## src/rtl/bram_pkg.sv

```systemverilog
// -----------------------------------------------------------------------------
// bram_pkg
// Shared definitions for the BRAM request arbiter slice.
//   - Default widths and engine count used as parameter defaults.
//   - ID_W: engine-id width for the default engine count.
//   - port_sel_e: names the two BRAM ports so per-port vectors read clearly.
//   - rr_next(): round-robin successor of an engine index.
// -----------------------------------------------------------------------------
package bram_pkg;

    localparam int VALUE_WIDTH        = 32;
    localparam int INDEX_WIDTH        = 8;
    localparam int PROCESSING_ENGINES = 4;
    localparam int ID_W               = $clog2(PROCESSING_ENGINES);

    typedef enum logic {
        PORT_A = 1'b0,
        PORT_B = 1'b1
    } port_sel_e;

    // Index that follows idx in a ring of n engines.
    function automatic int rr_next(input int idx, input int n);
        return (idx + 1) % n;
    endfunction

endpackage

```

## src/rtl/rr_pick2.sv

```systemverilog
// -----------------------------------------------------------------------------
// rr_pick2
// Combinational two-winner round-robin finder. Scans the request mask starting
// at rr_ptr with wrap-around; the first set bit is winner g0, the next one is
// winner g1.
// Ports:
//   mask      in   n     eligible requesters
//   rr_ptr    in   id_w  engine index where the scan starts
//   g0_valid  out  1     first winner found
//   g0_idx    out  id_w  first winner index (0 when none)
//   g1_valid  out  1     second winner found
//   g1_idx    out  id_w  second winner index (0 when none)
// -----------------------------------------------------------------------------
module rr_pick2 #(
    parameter int n    = 4,
    parameter int id_w = $clog2(n)
) (
    input  logic [n-1:0]    mask,
    input  logic [id_w-1:0] rr_ptr,
    output logic            g0_valid,
    output logic [id_w-1:0] g0_idx,
    output logic            g1_valid,
    output logic [id_w-1:0] g1_idx
);

    logic [id_w-1:0] idx;

    always_comb begin
        // NOTE: every output gets a value before the loop so no path through
        // the scan leaves one unassigned and infers a latch.
        g0_valid = 1'b0;
        g0_idx   = '0;
        g1_valid = 1'b0;
        g1_idx   = '0;
        idx      = '0;
        for (int k = 0; k < n; k++) begin
            idx = id_w'((int'(rr_ptr) + k) % n);
            if (mask[idx]) begin
                if (!g0_valid) begin
                    g0_valid = 1'b1;
                    g0_idx   = idx;
                end else if (!g1_valid) begin
                    g1_valid = 1'b1;
                    g1_idx   = idx;
                end
            end
        end
    end

endmodule

```

## src/rtl/bram_req_arbiter.sv

```systemverilog
// -----------------------------------------------------------------------------
// bram_req_arbiter
// Arbitrates read/write requests from N engines onto the two ports of a
// dual-ported BRAM (clka/clkb driven from clk), up to one request per port per
// cycle, with round-robin fairness. Reads are tagged with the engine id and the
// BRAM's registered read data is routed back to that engine one cycle later.
// Ports:
//   clk, rst_n            clock (also BRAM clka/clkb), async active-low reset
//   req_valid/ready/we    per-engine handshake and write flag
//   req_addr, req_wdata   per-engine address / write data, engine i at slice i
//   rsp_valid, rsp_rdata  per-engine read response, one cycle after handshake
//   ena/wea/addra/dia     BRAM port A controls
//   enb/web/addrb/dib     BRAM port B controls
//   doa, dob              BRAM registered read data
// -----------------------------------------------------------------------------
module bram_req_arbiter
    import bram_pkg::*;
#(
    parameter int value_width        = VALUE_WIDTH,
    parameter int index_width        = INDEX_WIDTH,
    parameter int processing_engines = PROCESSING_ENGINES
) (
    input  logic                                    clk,
    input  logic                                    rst_n,
    input  logic [processing_engines-1:0]           req_valid,
    output logic [processing_engines-1:0]           req_ready,
    input  logic [processing_engines-1:0]           req_we,
    input  logic [processing_engines*index_width-1:0] req_addr,
    input  logic [processing_engines*value_width-1:0] req_wdata,
    output logic [processing_engines-1:0]           rsp_valid,
    output logic [processing_engines*value_width-1:0] rsp_rdata,
    output logic                                    ena,
    output logic                                    enb,
    output logic                                    wea,
    output logic                                    web,
    output logic [index_width-1:0]                  addra,
    output logic [index_width-1:0]                  addrb,
    output logic [value_width-1:0]                  dia,
    output logic [value_width-1:0]                  dib,
    input  logic [value_width-1:0]                  doa,
    input  logic [value_width-1:0]                  dob
);

    localparam int id_w = $clog2(processing_engines);
    typedef logic [id_w-1:0] id_t;

    logic [index_width-1:0] addr_arr  [processing_engines];
    logic [value_width-1:0] wdata_arr [processing_engines];

    id_t                          rr_ptr;
    logic [1:0]                   tag_v;       // read in flight, per port
    id_t                          tag_id [2];  // owning engine, per port
    logic [processing_engines-1:0] busy;
    logic [processing_engines-1:0] mask;

    logic g0_valid, g1_valid;
    id_t  g0_idx, g1_idx;
    logic conflict;
    logic [1:0] port_grant;

    // Unpack per-engine slices and find engines that already have a read in
    // flight; those sit out this cycle so they never get two responses at once.
    always_comb begin
        busy = '0;
        for (int i = 0; i < processing_engines; i++) begin
            addr_arr[i]  = req_addr[i*index_width +: index_width];
            wdata_arr[i] = req_wdata[i*value_width +: value_width];
            busy[i] = (tag_v[PORT_A] && tag_id[PORT_A] == id_t'(i)) ||
                      (tag_v[PORT_B] && tag_id[PORT_B] == id_t'(i));
        end
    end

    // Gating with rst_n keeps req_ready low for the whole reset window.
    assign mask = req_valid & ~busy & {processing_engines{rst_n}};

    rr_pick2 #(
        .n    (processing_engines),
        .id_w (id_w)
    ) u_pick (
        .mask     (mask),
        .rr_ptr   (rr_ptr),
        .g0_valid (g0_valid),
        .g0_idx   (g0_idx),
        .g1_valid (g1_valid),
        .g1_idx   (g1_idx)
    );

    // Same address with a write on either side would make port B's result
    // depend on BRAM collision behaviour, so g1 simply waits a cycle.
    // Two reads of one address are harmless and both proceed.
    always_comb begin
        conflict = g1_valid &&
                   (addr_arr[g1_idx] == addr_arr[g0_idx]) &&
                   (req_we[g0_idx] || req_we[g1_idx]);
        port_grant         = '0;
        port_grant[PORT_A] = g0_valid;
        port_grant[PORT_B] = g1_valid && !conflict;
    end

    always_comb begin
        req_ready = '0;
        if (port_grant[PORT_A]) req_ready[g0_idx] = 1'b1;
        if (port_grant[PORT_B]) req_ready[g1_idx] = 1'b1;
    end

    // Idle ports drive all-zero controls.
    always_comb begin
        ena   = port_grant[PORT_A];
        wea   = port_grant[PORT_A] & req_we[g0_idx];
        addra = port_grant[PORT_A] ? addr_arr[g0_idx]  : '0;
        dia   = port_grant[PORT_A] ? wdata_arr[g0_idx] : '0;
        enb   = port_grant[PORT_B];
        web   = port_grant[PORT_B] & req_we[g1_idx];
        addrb = port_grant[PORT_B] ? addr_arr[g1_idx]  : '0;
        dib   = port_grant[PORT_B] ? wdata_arr[g1_idx] : '0;
    end

    always_ff @(posedge clk or negedge rst_n) begin
        // NOTE: state is updated with non-blocking assignments so every
        // register samples pre-edge values regardless of statement order.
        if (!rst_n) begin
            rr_ptr         <= '0;
            tag_v          <= '0;
            tag_id[PORT_A] <= '0;
            tag_id[PORT_B] <= '0;
        end else begin
            tag_v[PORT_A]  <= ena && !wea;
            tag_v[PORT_B]  <= enb && !web;
            tag_id[PORT_A] <= g0_idx;
            tag_id[PORT_B] <= g1_idx;
            // Resume the scan just past the last engine served this cycle.
            if (port_grant[PORT_B])
                rr_ptr <= id_t'(rr_next(int'(g1_idx), processing_engines));
            else if (port_grant[PORT_A])
                rr_ptr <= id_t'(rr_next(int'(g0_idx), processing_engines));
        end
    end

    // Responses decode the tag registers only; port A wins if both match,
    // which the busy mask already prevents.
    always_comb begin
        rsp_valid = '0;
        rsp_rdata = '0;
        for (int i = 0; i < processing_engines; i++) begin
            if (tag_v[PORT_A] && tag_id[PORT_A] == id_t'(i)) begin
                rsp_valid[i] = 1'b1;
                rsp_rdata[i*value_width +: value_width] = doa;
            end else if (tag_v[PORT_B] && tag_id[PORT_B] == id_t'(i)) begin
                rsp_valid[i] = 1'b1;
                rsp_rdata[i*value_width +: value_width] = dob;
            end
        end
    end

endmodule
```

## config.mk

```make
export PLATFORM = sky130hd
export DESIGN_NAME = bram_req_arbiter
export DESIGN_NICKNAME = d
export VERILOG_FILES = /design/src/rtl/bram_pkg.sv /design/src/rtl/rr_pick2.sv /design/src/rtl/bram_req_arbiter.sv
export SDC_FILE = /design/constraint.sdc
export NUM_CORES = 1
export LEC_CHECK = 0
export CELL_PAD_IN_SITES_DETAIL_PLACEMENT = 1
export CELL_PAD_IN_SITES_GLOBAL_PLACEMENT = 1
export CORE_AREA = 2 2 179 181
export CTS_BUF_LIST = sky130_fd_sc_hd__clkbuf_16
export DETAILED_ROUTE_END_ITERATION = 8
export DIE_AREA = 0 0 181 183
export PLACE_DENSITY_LB_ADDON = 0.1
export REMOVE_ABC_BUFFERS = 1
export SLEW_MARGIN = 20
export SYNTH_ARGS = -nofsm -noshare
export SYNTH_HDL_FRONTEND = slang
export SYNTH_SLANG_ARGS = --single-unit
```

## constraint.sdc

```tcl
create_clock -name clk -period 5.9 [get_ports clk]
set_input_delay 1.18 -clock clk [delete_from_list [all_inputs] [get_ports clk]]
set_output_delay 1.18 -clock clk [all_outputs]
set_load 0.05 [all_outputs]
```

---- Word-level counts from Yosys, hierarchy flattened ----
Cells that the tools add are included.
operators by class
  div/mod/pow operators ................... 0
  $lt $le $gt $ge ......................... 10
  multipliers ............................. 0
  shift operators ......................... 0
  reductions and logical operators ........ 26
  multiplexer cells ....................... 77
  $add $sub $neg .......................... 5
  bitwise operators ....................... 8
  equality and inequality tests ........... 7
operator list
  kind                                                                                  number
  32-bit two-way mux                                                                    14
  32-bit binary-select mux with 2-bit select                                            2
  8-bit two-way mux                                                                     6
  2-bit two-way mux                                                                     17
  8-bit binary-select mux with 2-bit select                                             2
  1-bit two-way mux                                                                     26
  2-bit by 3-bit < comparator with 1-bit output (second input constant)                 6
  1-bit logical AND                                                                     15
  1-bit binary-select mux with 2-bit select                                             6
  4-bit AND                                                                             2
  2-bit == test (second input constant)                                                 4
  8-bit == test                                                                         1
  4-bit two-way mux                                                                     2
  2-bit by 1-bit adder with 2-bit output (second input constant)                        3
  3-bit greater-or-equal comparator (second input constant)                             2
  2-bit inverter with 3-bit output                                                      2
  1-bit logical OR                                                                      5
  2-bit adder (second input constant)                                                   2
  1-bit demux with 2-bit select                                                         2
  2-bit by 1-bit == test with 1-bit output (second input constant)                      2
  2-bit by 1-bit greater-or-equal comparator with 1-bit output (second input constant)  2
  2-bit zero test                                                                       2
  4-bit inverter                                                                        1
  4-bit OR                                                                              1
  3 further kinds                                                                       6
word-level totals
  output and inout bits ................... 220
  bits in latches ......................... 0
  memory bits (writable) .................. 0
  ROM bits ................................ 0
  memories kept ........................... 0
  register bits after elaboration ......... 8
  input bits .............................. 234

---- Depth between registers and ports, before layout ----
Gate-level depths: netlist of the first run.
  depth in word-level cells ............... 29
  depth in mapped cells ................... 18
  mapped depth without buffers ............ 14

---- Cells and area by module ----
Synthesis of the first run repeated with hierarchy kept, for this count alone.
second synthesis, totals
  cell total of the unflattened synthesis .. 506
  area, all modules ....................... 4879.7 µm²
modules (own cells, without submodules)
  module            sequential area each (µm²)  cells each  area each (µm²)  times used
  bram_req_arbiter  200.2                       421         4276.6           1
  rr_pick2          0.0                         85          603.1            1

---- Worst setup path before layout of the first run ----
No wires, ideal clock.
  path type ............................... input-to-output
  start point ............................. input req_valid[1]
  end point ............................... output req_ready[1]
  path buffers ............................ 4
  setup slack ............................. -0.697 ns
  data arrival time ....................... 5.417 ns
  stages on the path ...................... 17
  cells stage by stage .................... and2_1 clkbuf_1 nand3_1 mux4_2 inv_1 ha_1 o21ai_0 o22a_1 a2111oi_2 buf_6 buf_2 mux2i_1 xnor2_1 nand4_1 o21ai_1 buf_4 o31ai_1
between the ends
  cells in the longest elaborated chain, start to end .. 23
  elaborated cells between the ends (all ways) .. 66
ends and longest elaborated chain
  element                                                        line                     text
  from (decl)                                                    bram_req_arbiter.sv:25   input logic [processing_engines-1:0] req_valid,
  4-bit AND (*) (2 in series)                                    bram_req_arbiter.sv:74   assign mask = req_valid & ~busy & {processing_engines{rst_n}};
  1-bit binary-select mux with 2-bit select                      rr_pick2.sv:38           if (mask[idx]) begin
  1-bit two-way mux (implied by the code)                        rr_pick2.sv:38
  1-bit two-way mux                                              rr_pick2.sv:38
  2-bit two-way mux / 1-bit two-way mux (equally long branches)  rr_pick2.sv:39           if (!g0_valid) begin
  2-bit two-way mux / 1-bit two-way mux (equally long branches)  rr_pick2.sv:38
  2-bit two-way mux                                              rr_pick2.sv:42           end else if (!g1_valid) begin
  2-bit two-way mux                                              rr_pick2.sv:39
  [5 not listed]                                                 -
  8-bit binary-select mux with 2-bit select                      bram_req_arbiter.sv:93   (addr_arr[g1_idx] == addr_arr[g0_idx]) &&
  8-bit two-way mux (implied by the code) (2 in series)          bram_req_arbiter.sv:93
  8-bit == test                                                  bram_req_arbiter.sv:93
  1-bit logical AND                                              bram_req_arbiter.sv:92   conflict = g1_valid &&
  1-bit logical AND                                              bram_req_arbiter.sv:93
  1-bit zero test                                                bram_req_arbiter.sv:97   port_grant[PORT_B] = g1_valid && !conflict;
  1-bit logical AND                                              bram_req_arbiter.sv:97
  4-bit two-way mux (*)                                          bram_req_arbiter.sv:103  if (port_grant[PORT_B]) req_ready[g1_idx] = 1'b1;
  to (decl)                                                      bram_req_arbiter.sv:26   output logic [processing_engines-1:0] req_ready,
Every way passes the cells marked *; elsewhere a longest branch is shown, timed or not. The select of a mux whose other input is x is not followed.

---- Worst setup path in the final report of the first run ----
  start point ............................. input req_valid[3]
  end point ............................... output dib[21]
between the ends
  cells in the longest elaborated chain, start to end .. 23
  elaborated cells between the ends (all ways) .. 56
ends and longest elaborated chain
  element                                                        line                     text
  4-bit AND (*) (2 in series)                                    bram_req_arbiter.sv:74
  1-bit binary-select mux with 2-bit select                      rr_pick2.sv:38
  1-bit two-way mux (implied by the code)                        rr_pick2.sv:38
  1-bit two-way mux                                              rr_pick2.sv:38
  2-bit two-way mux / 1-bit two-way mux (equally long branches)  rr_pick2.sv:39
  2-bit two-way mux / 1-bit two-way mux (equally long branches)  rr_pick2.sv:38
  2-bit two-way mux                                              rr_pick2.sv:42
  2-bit two-way mux                                              rr_pick2.sv:39
  [5 not listed]                                                 -
  8-bit binary-select mux with 2-bit select                      bram_req_arbiter.sv:93
  8-bit two-way mux (implied by the code) (2 in series)          bram_req_arbiter.sv:93
  8-bit == test                                                  bram_req_arbiter.sv:93
  1-bit logical AND                                              bram_req_arbiter.sv:92
  1-bit logical AND                                              bram_req_arbiter.sv:93
  1-bit zero test                                                bram_req_arbiter.sv:97
  1-bit logical AND                                              bram_req_arbiter.sv:97
  32-bit two-way mux (*)                                         bram_req_arbiter.sv:115  dib = port_grant[PORT_B] ? wdata_arr[g1_idx] : '0;
  to (decl)                                                      bram_req_arbiter.sv:39   output logic [value_width-1:0] dib,
Marked as above.

==> results of run 1 <==
[state kept, by name, indices dropped and copies added (netlist names)]
register  cells
tag_id        4
rr_ptr        2
tag_v         2
[through the flow]
| stage | worst slack [ps] | setup TNS, ps |
|---|---|---|
| 6_report | -322.7 | -10610 |
| 5_1_grt | -444.1 | -16120 |
| 4_1_cts | -303.2 | -10330 |
| 3_5_place_dp | -800.9 | -36420 |
| 3_3_place_gp | -720.4 | -31270 |
| 2_1_floorplan | -5998 | -366490 |
[logic make-up (layout without fill, tap and decap cells)]
group           Yosys count  in the layout  share of synthesized area
fa+ha+maj                 2              2                   0.004317
mux                      95             95                     0.1744
xor+xnor                  7              7                    0.01058
simple gates            423            423                     0.3197
compound gates          277            277                     0.3772
other cells               0              4                          0
flops                     8              8                    0.03454
buf+inv                 101            616                    0.07923
[final cells by class]
type,instances,area share
inverter,14,0.004179
multi-input combinational,804,0.4371
antenna,4,0.0007775
tap,402,0.03907
sequential,8,0.01555
timing repair buffer,599,0.4975
clock buffer,3,0.005831
[layout by cell type, fill, tap and decap left out, types with 16 or more instances in the layout]
cell type,count
clkdlybuf4s50_1,361
nand2_1,234
buf_4,126
a22o_1,96
nor2_1,80
mux2i_1,55
buf_12,51
nand3_1,47
buf_6,46
a21oi_1,43
o21ai_0,40
mux2_2,38
a211oi_2,19
a211oi_4,16
[metal layers]
metal | routed length (um) | vias to the layer above | GRT usage
li1 | - | 4376 | -
met1 | 16070 | 4459 | 0.2556
met2 | 21260 | 366 | 0.4480
met3 | 3320 | 48 | 0.07228
met4 | 1066 | 2 | 0.07545
met5 | 13 | - | 0
[path summary, 6_finish.rpt]
check	start	endpoint	slack, ps	cells past startpoint
worst max-delay path	req_valid[3]	dib[21]	-320	21
worst min-delay path	rst_n	tag_v[1]$_DFF_PN0_	910	3
worst max register to register	tag_v[0]$_DFF_PN0_	rr_ptr[1]$_DFFE_PN0P_	1310	18
worst min register to register	rr_ptr[1]$_DFFE_PN0P_	rr_ptr[1]$_DFFE_PN0P_	920	4
max in group asynchronous	rst_n	tag_id[2]$_DFF_PN0_	4820	3
min in group clk	rr_ptr[1]$_DFFE_PN0P_	rr_ptr[1]$_DFFE_PN0P_	920	4
[report_power, final]
group          internal [W]  switching [W]
Sequential        0.0000779      0.0000438
Combinational       0.00287        0.00402
Clock             0.0000879      0.0000314
[worst max-delay path: stages]
cell and delay [ps]:
clkdlybuf4s15_1 210, and2_4 150, nand3_1 100, mux4_2 510, inv_2 100, ha_4 160
nor2_4 40, o22a_1 220, a2111oi_4 370, buf_4 200, buf_12 110, clkbuf_16 140
mux2_2 360, xnor2_2 140, nand3_2 100, o21ai_4 80, buf_8 140, buf_12 130
buf_16 140, a211oi_4 270, buf_6 200
[timing repair]
item                       CTS  global route
buffers inserted            14            11
pin swaps                   16            23
setup endpoints to repair   67            47
hold buffers                 0             0
cloned                       8             0
gates resized for setup    108            44
==> metrics.md, run 1 <==
| Metric | Value |
|---|---|
| Status | complete, but fails checks |
| Failing checks | negative setup slack |
| Placed cell count | about 1800 |
| Critical Path End Type | output port |
| Core Util, Final | 0.4122 |
| Post-synth top cells | nand2_1, a22o_1, nor2_1, clkbuf_1, mux2i_1 |
| RSZ-0062 raised after global routing | true |
| Min Tclk post-route | 6223 ps |
| Fmax achieved | 160.7 MHz |
| Min-delay worst type | input port to asynchronous set/reset pin |
| Worst Setup Start Kind | input port |
| Tcrit/Tclk final | 1.055 |
| Die Wd | between 150 and 200 um |
| Area share of the largest cell type after synthesis | 0.1528 |
| CTS max path bufs | 2 |
| IO buf count | 453 |
| Num rows | 65 |
| Relative slew slack | 0.4697 |
| Post-synth EDFFs | 0 |
| Largest cells by area after synthesis | nand2_1, a22o_1, mux2i_1 |
| Layout cells sized above 1 | 0.2612 |
| P_leak | around 5.2 nW |
| Final net count | between 1500 and 2000 |
| Maximum vdd drop | 0.0004103 V |
| Multi-input gate area | 5627 sq um |
| IO Count | 454 |
| Routed len/inst | 22.75 um |
| Yosys warns | 0 |
| Clock tree root buffer cell | clkbuf_16 |
| CTS tree | done |
| Initial Utilization | 0.1856 |
| Antenna violations before repair | 5 |
| Post-DP HPWL | about 31000 um |
| FILL cells | around 3700 |
| Final GP Congestion | 0.8859 |
| Final setup vio count | 46 |
| Skew final | 6.660 ps |
| Final Instance Area | 12870 sq um |
| Synth Register Bits | 8 |
| Avg Synthesized Cell Area | approximately 6.3 sq um |
| Htree depth | 1 |
| Final Max Tran Viols | 0 |
| WP data required | 4720 ps |
| Clk_lat worst skew | 240 ps |
| Tot Pwr | 0.007126 W |
| Hold Violations, Final | 0 |
| Max Cap Viol | 0 |
| DR vias/cell | 5.044 |
| Slew @ Worst Pin | 795.5 ps |
| FF+latch area | 200.2 sq um |
| Core Box Area | 31230 sq um |
| Worst setup margin | -322.7 ps |
| CTS buffer count | 3 |
| Primary FF master, synth | dfrtp_1 |
| Drt pass-1 iters | 5 |
| Yosys top cell by area | nand2_1 |
| Most frequent cell after synthesis | nand2_1 |
| Register area share after synthesis | 0.03454 |
| Synth cell types | 74 |
| Fin Hold WS | between 900 and 1000 ps |
| Crit path kind | input port to output port |
| Syn Inst Count | 913 |
| CP Max Fanout | 7 |
| Post-Layout Cell Count | 1834 |
| Post-synth ARST share | 1.000 |
| Cell Area, Placed | roughly 12000 sq um |
| Critical path data arrival time | between 5000 and 6000 ps |
| WL final | around 42000 um |
| All-layer global routing usage | 0.2387 |
| Post-route ant nets | 0 |
| First-pass GRT wire length | between 60000 and 70000 um |
| Pin count of the biggest net entering global routing | between 60 and 70 |
| Cell Area, Synth | ~5800 sq um |
| Residual DRC count | 0 |
| Global route overflow | 0 |
| Die area | 33120 sq um |
| Syn-to-layout area delta | 122.1% |
| DR vias | 9251 |
| Clock Pin Slew Worst Setup and Hold Paths | 40 ps |
| Vias in the first global route | 9742 |
| Initial DRC Count | 336 |
| Die Span Y | 183 um |
| Sink Count | 8 |
| Pwr dens | 553.5 nW/um^2 |
(Power assumes the default switching activity.)
==> run 2: changes to the inputs <==
--- a/config.mk
+++ b/config.mk
@@ -13,6 +13,7 @@
 export DIE_AREA = 0 0 181 183
 export PLACE_DENSITY_LB_ADDON = 0.1
 export REMOVE_ABC_BUFFERS = 1
+export SETUP_SLACK_MARGIN = 0.15
 export SLEW_MARGIN = 20
 export SYNTH_ARGS = -nofsm -noshare
 export SYNTH_HDL_FRONTEND = slang
==> metrics.md, run 2 (synthesis results as in run 1) <==
| Metric | Value |
|---|---|
| Biggest register | tag_id |
| Die Wd | 181 um (unchanged) |
| DR vias/cell | 5.027 (-0.34%) |
| Critical path data arrival time | 4940 ps (-100 ps) |
| Relative slew slack | 0.4884 (+0.01870) |
| Clock tree root buffer cell | clkbuf_16 |
| Hold Violations, Final | 0 (unchanged) |
| Switch Pwr | 0.004084 W (-0.18%) |
| Clock power share | 0.017 (about the same) |
| Tcrit/Tclk final | 1.037 (-0.01775) |
| Largest register FFs | 4 (unchanged) |
| Fmax achieved | 163.5 MHz (+1.7%) |
| DR vias | 9220 (-0.34%) |
| Final Max Tran Viols | 0 (unchanged) |
| Worst setup margin | -217.9 ps (+104.7 ps) |
| M1 WL | 15860 um (-1.3%) |
| Residual DRC count | 0 (unchanged) |
| Slew @ Worst Pin | 767.5 ps (-28.05 ps) |
| Most frequent cells in the layout | clkdlybuf4s50_1, nand2_1, buf_4 |
| Commonest non-fill, non-tap cell in the layout | clkdlybuf4s50_1 |
| CTS tree | done |
| Drt pass-1 iters | 4 (-1) |
| Core Box Area | 31230 sq um (unchanged) |
| IO Count | 454 (unchanged) |
| Skew final | 7.567 ps (+0.9072 ps) |
| Core Util, Final | 0.4103 (-0.001924) |
| IO buf count | 453 (unchanged) |
| Flop pwr share | 0.017 (about the same) |
| Pre-CTS WS | -800.9 ps (unchanged) |
| Final net count | 1665 (-0.060%) |
| Layout cells sized above 1 | 0.2621 (+0.0008838) |
| P_leak | 5.177 nW (-0.38%) |
| Global route overflow | 0 (unchanged) |
| Num rows | 65 (unchanged) |
| Post-DP HPWL | 31080 um (unchanged) |
| Htree depth | 1 (unchanged) |
| WL final | 41540 um (-0.46%) |
| Clock Pin Slew Worst Setup and Hold Paths | 40 ps (about the same) |
| Sink Count | 8 (unchanged) |
| Worst Setup Start Kind | input port |
| Biggest regs | tag_id (4), rr_ptr (2), tag_v (2) |
| Failing checks | negative setup slack |
| FILL cells | 3756 (+0.27%) |
| Min Tclk post-route | 6118 ps (-104.7 ps) |
| Routed len/inst | 22.65 um (-0.46%) |
| Cell chain of the critical path | clkdlybuf4s15_1 -> and2_4 -> nand3_1 -> mux4_2 -> inv_2 -> ha_4 -> nor2_4 -> o22a_1 -> a2111oi_4 -> buf_6 -> buf_12 -> nand3_4 -> o211a_1 -> nor4b_4 -> nand4_1 -> o21ai_4 -> buf_6 -> buf_12 -> buf_16 -> a211oi_2 -> buf_6 |
| Critical Path End Type | output port |
| Crit path kind | input port to output port |
| WP data required | 4720 ps (about the same) |
| CTS max path bufs | 2 (unchanged) |
| Max layer used | met5 |
| Die Span Y | 183 um (unchanged) |
| Status | complete, but fails checks |
| Crit-path max cell delay | 510 ps (about the same) |
| Final setup vio count | 46 (unchanged) |
| All-layer global routing usage | 0.2373 (-0.001409) |
| Post-route ant nets | 0 (unchanged) |
| Die area | 33120 sq um (unchanged) |
| Clk_lat worst skew | 240 ps (about the same) |
| Vias in the first global route | 9710 (-0.33%) |
| Pwr dens | 556.0 nW/um^2 (+0.45%) |
| P_int | 0.003041 W (+0.19%) |
| Maximum vdd drop | 0.0004121 V (+0.44%) |
| Final Instance Area | 12810 sq um (-0.47%) |
| CP Max Fanout | 8 (+1) |
| Pin count of the biggest net entering global routing | 67 (unchanged) |
| Initial Utilization | 0.1856 (unchanged) |
| Initial DRC Count | 331 (-1.5%) |
| Sum Neg Setup Slack | -8188 ps (+2417 ps) |
| Max Cap Viol | 0 (unchanged) |
| Cell Area, Placed | 11720 sq um (unchanged) |
| RSZ-0062 raised after global routing | true |
| Met3 wire len | 3505 um (+5.6%) |
| Most Frequent Cell on Critical Path | buf_6 |
| CTS buffer count | 3 (unchanged) |
| Met2 wire length | 21100 um (-0.73%) |
| Final GP Congestion | 0.8859 (unchanged) |
| Combinational share of power | 0.966 (about the same) |
| Syn-to-layout area delta | 121.1% |
| Worst path slowest cell | mux4_2 |
| First-pass GRT wire length | 61020 um (-0.56%) |
| Antenna violations before repair | 5 (unchanged) |
| Min-delay worst type | input port to asynchronous set/reset pin |
| Switching share of power | 0.5732 (-0.0009222) |
## run 2: routing by layer
metal,vias up,GRT usage
li1,4374,-
met1,4433,0.2528
met2,362,0.4463
met3,49,0.07486
met4,2,0.07154
met5,-,0
## run 2: stage by stage
step / cells / hold slack [ps] / total power [W]
2_1_floorplan: 826 / 884.4 / 0.003606
3_3_place_gp: 1797 / 890.5 / 0.006409
3_5_place_dp: 1797 / 893.6 / 0.006437
4_1_cts: 1821 / 900.5 / 0.006931
5_1_grt: 1832 / 912.7 / 0.007498
6_report: 1834 / 909.9 / 0.007124
## run 2: power groups by stage
stage,Clock (W),Sequential (W),Combinational (W)
global placement,0,0.000118,0.00629
detailed placement,0,0.000119,0.00632
CTS,0.000120,0.000119,0.00669
floorplan,0,0.000123,0.00348
finish,0.000119,0.000121,0.00688
global route,0.000123,0.000122,0.00725
## run 2: timing repair
item                                    4_1_cts  5_1_grt
gates cloned                                  7        0
endpoints found under the setup margin       70       51
hold buffers                                  0        0
gates resized for setup                      96       57
pin swaps                                    18       16
setup buffers                                14        8
## run 2: final cells by class
cell class	count	area, sq um	share of cell area
tap	402	503.0	0.03925
antenna	5	12.51	0.0009765
inverter	14	53.80	0.004199
clock buffer	3	75.07	0.005859
timing repair buffer	598	6370	0.4971
multi-input combinational	804	5599	0.4370
sequential	8	200.2	0.01562
## run 2: worst paths after layout
kind	startpoint	endpoint	slack [ps]	depth (start not counted)
worst min register to register	rr_ptr[1]$_DFFE_PN0P_	rr_ptr[1]$_DFFE_PN0P_	920	4
worst max register to register	tag_v[0]$_DFF_PN0_	rr_ptr[1]$_DFFE_PN0P_	1330	18
worst max-delay path	req_valid[3]	dib[17]	-220	21
min in group clk	rr_ptr[1]$_DFFE_PN0P_	rr_ptr[1]$_DFFE_PN0P_	920	4
worst min-delay path	rst_n	tag_v[1]$_DFF_PN0_	910	3
max in group asynchronous	rst_n	rr_ptr[0]$_DFFE_PN0P_	4820	3
## run 2: critical path, delay by kind of cell
family                   cells  cell delay, ps
AND/OR/NAND/NOR              6             860
adder cells (fa/ha/maj)      1             160
multiplexers                 1             510
buffers and inverters        8            1200
AO/OA/AOI/OAI                5            1000
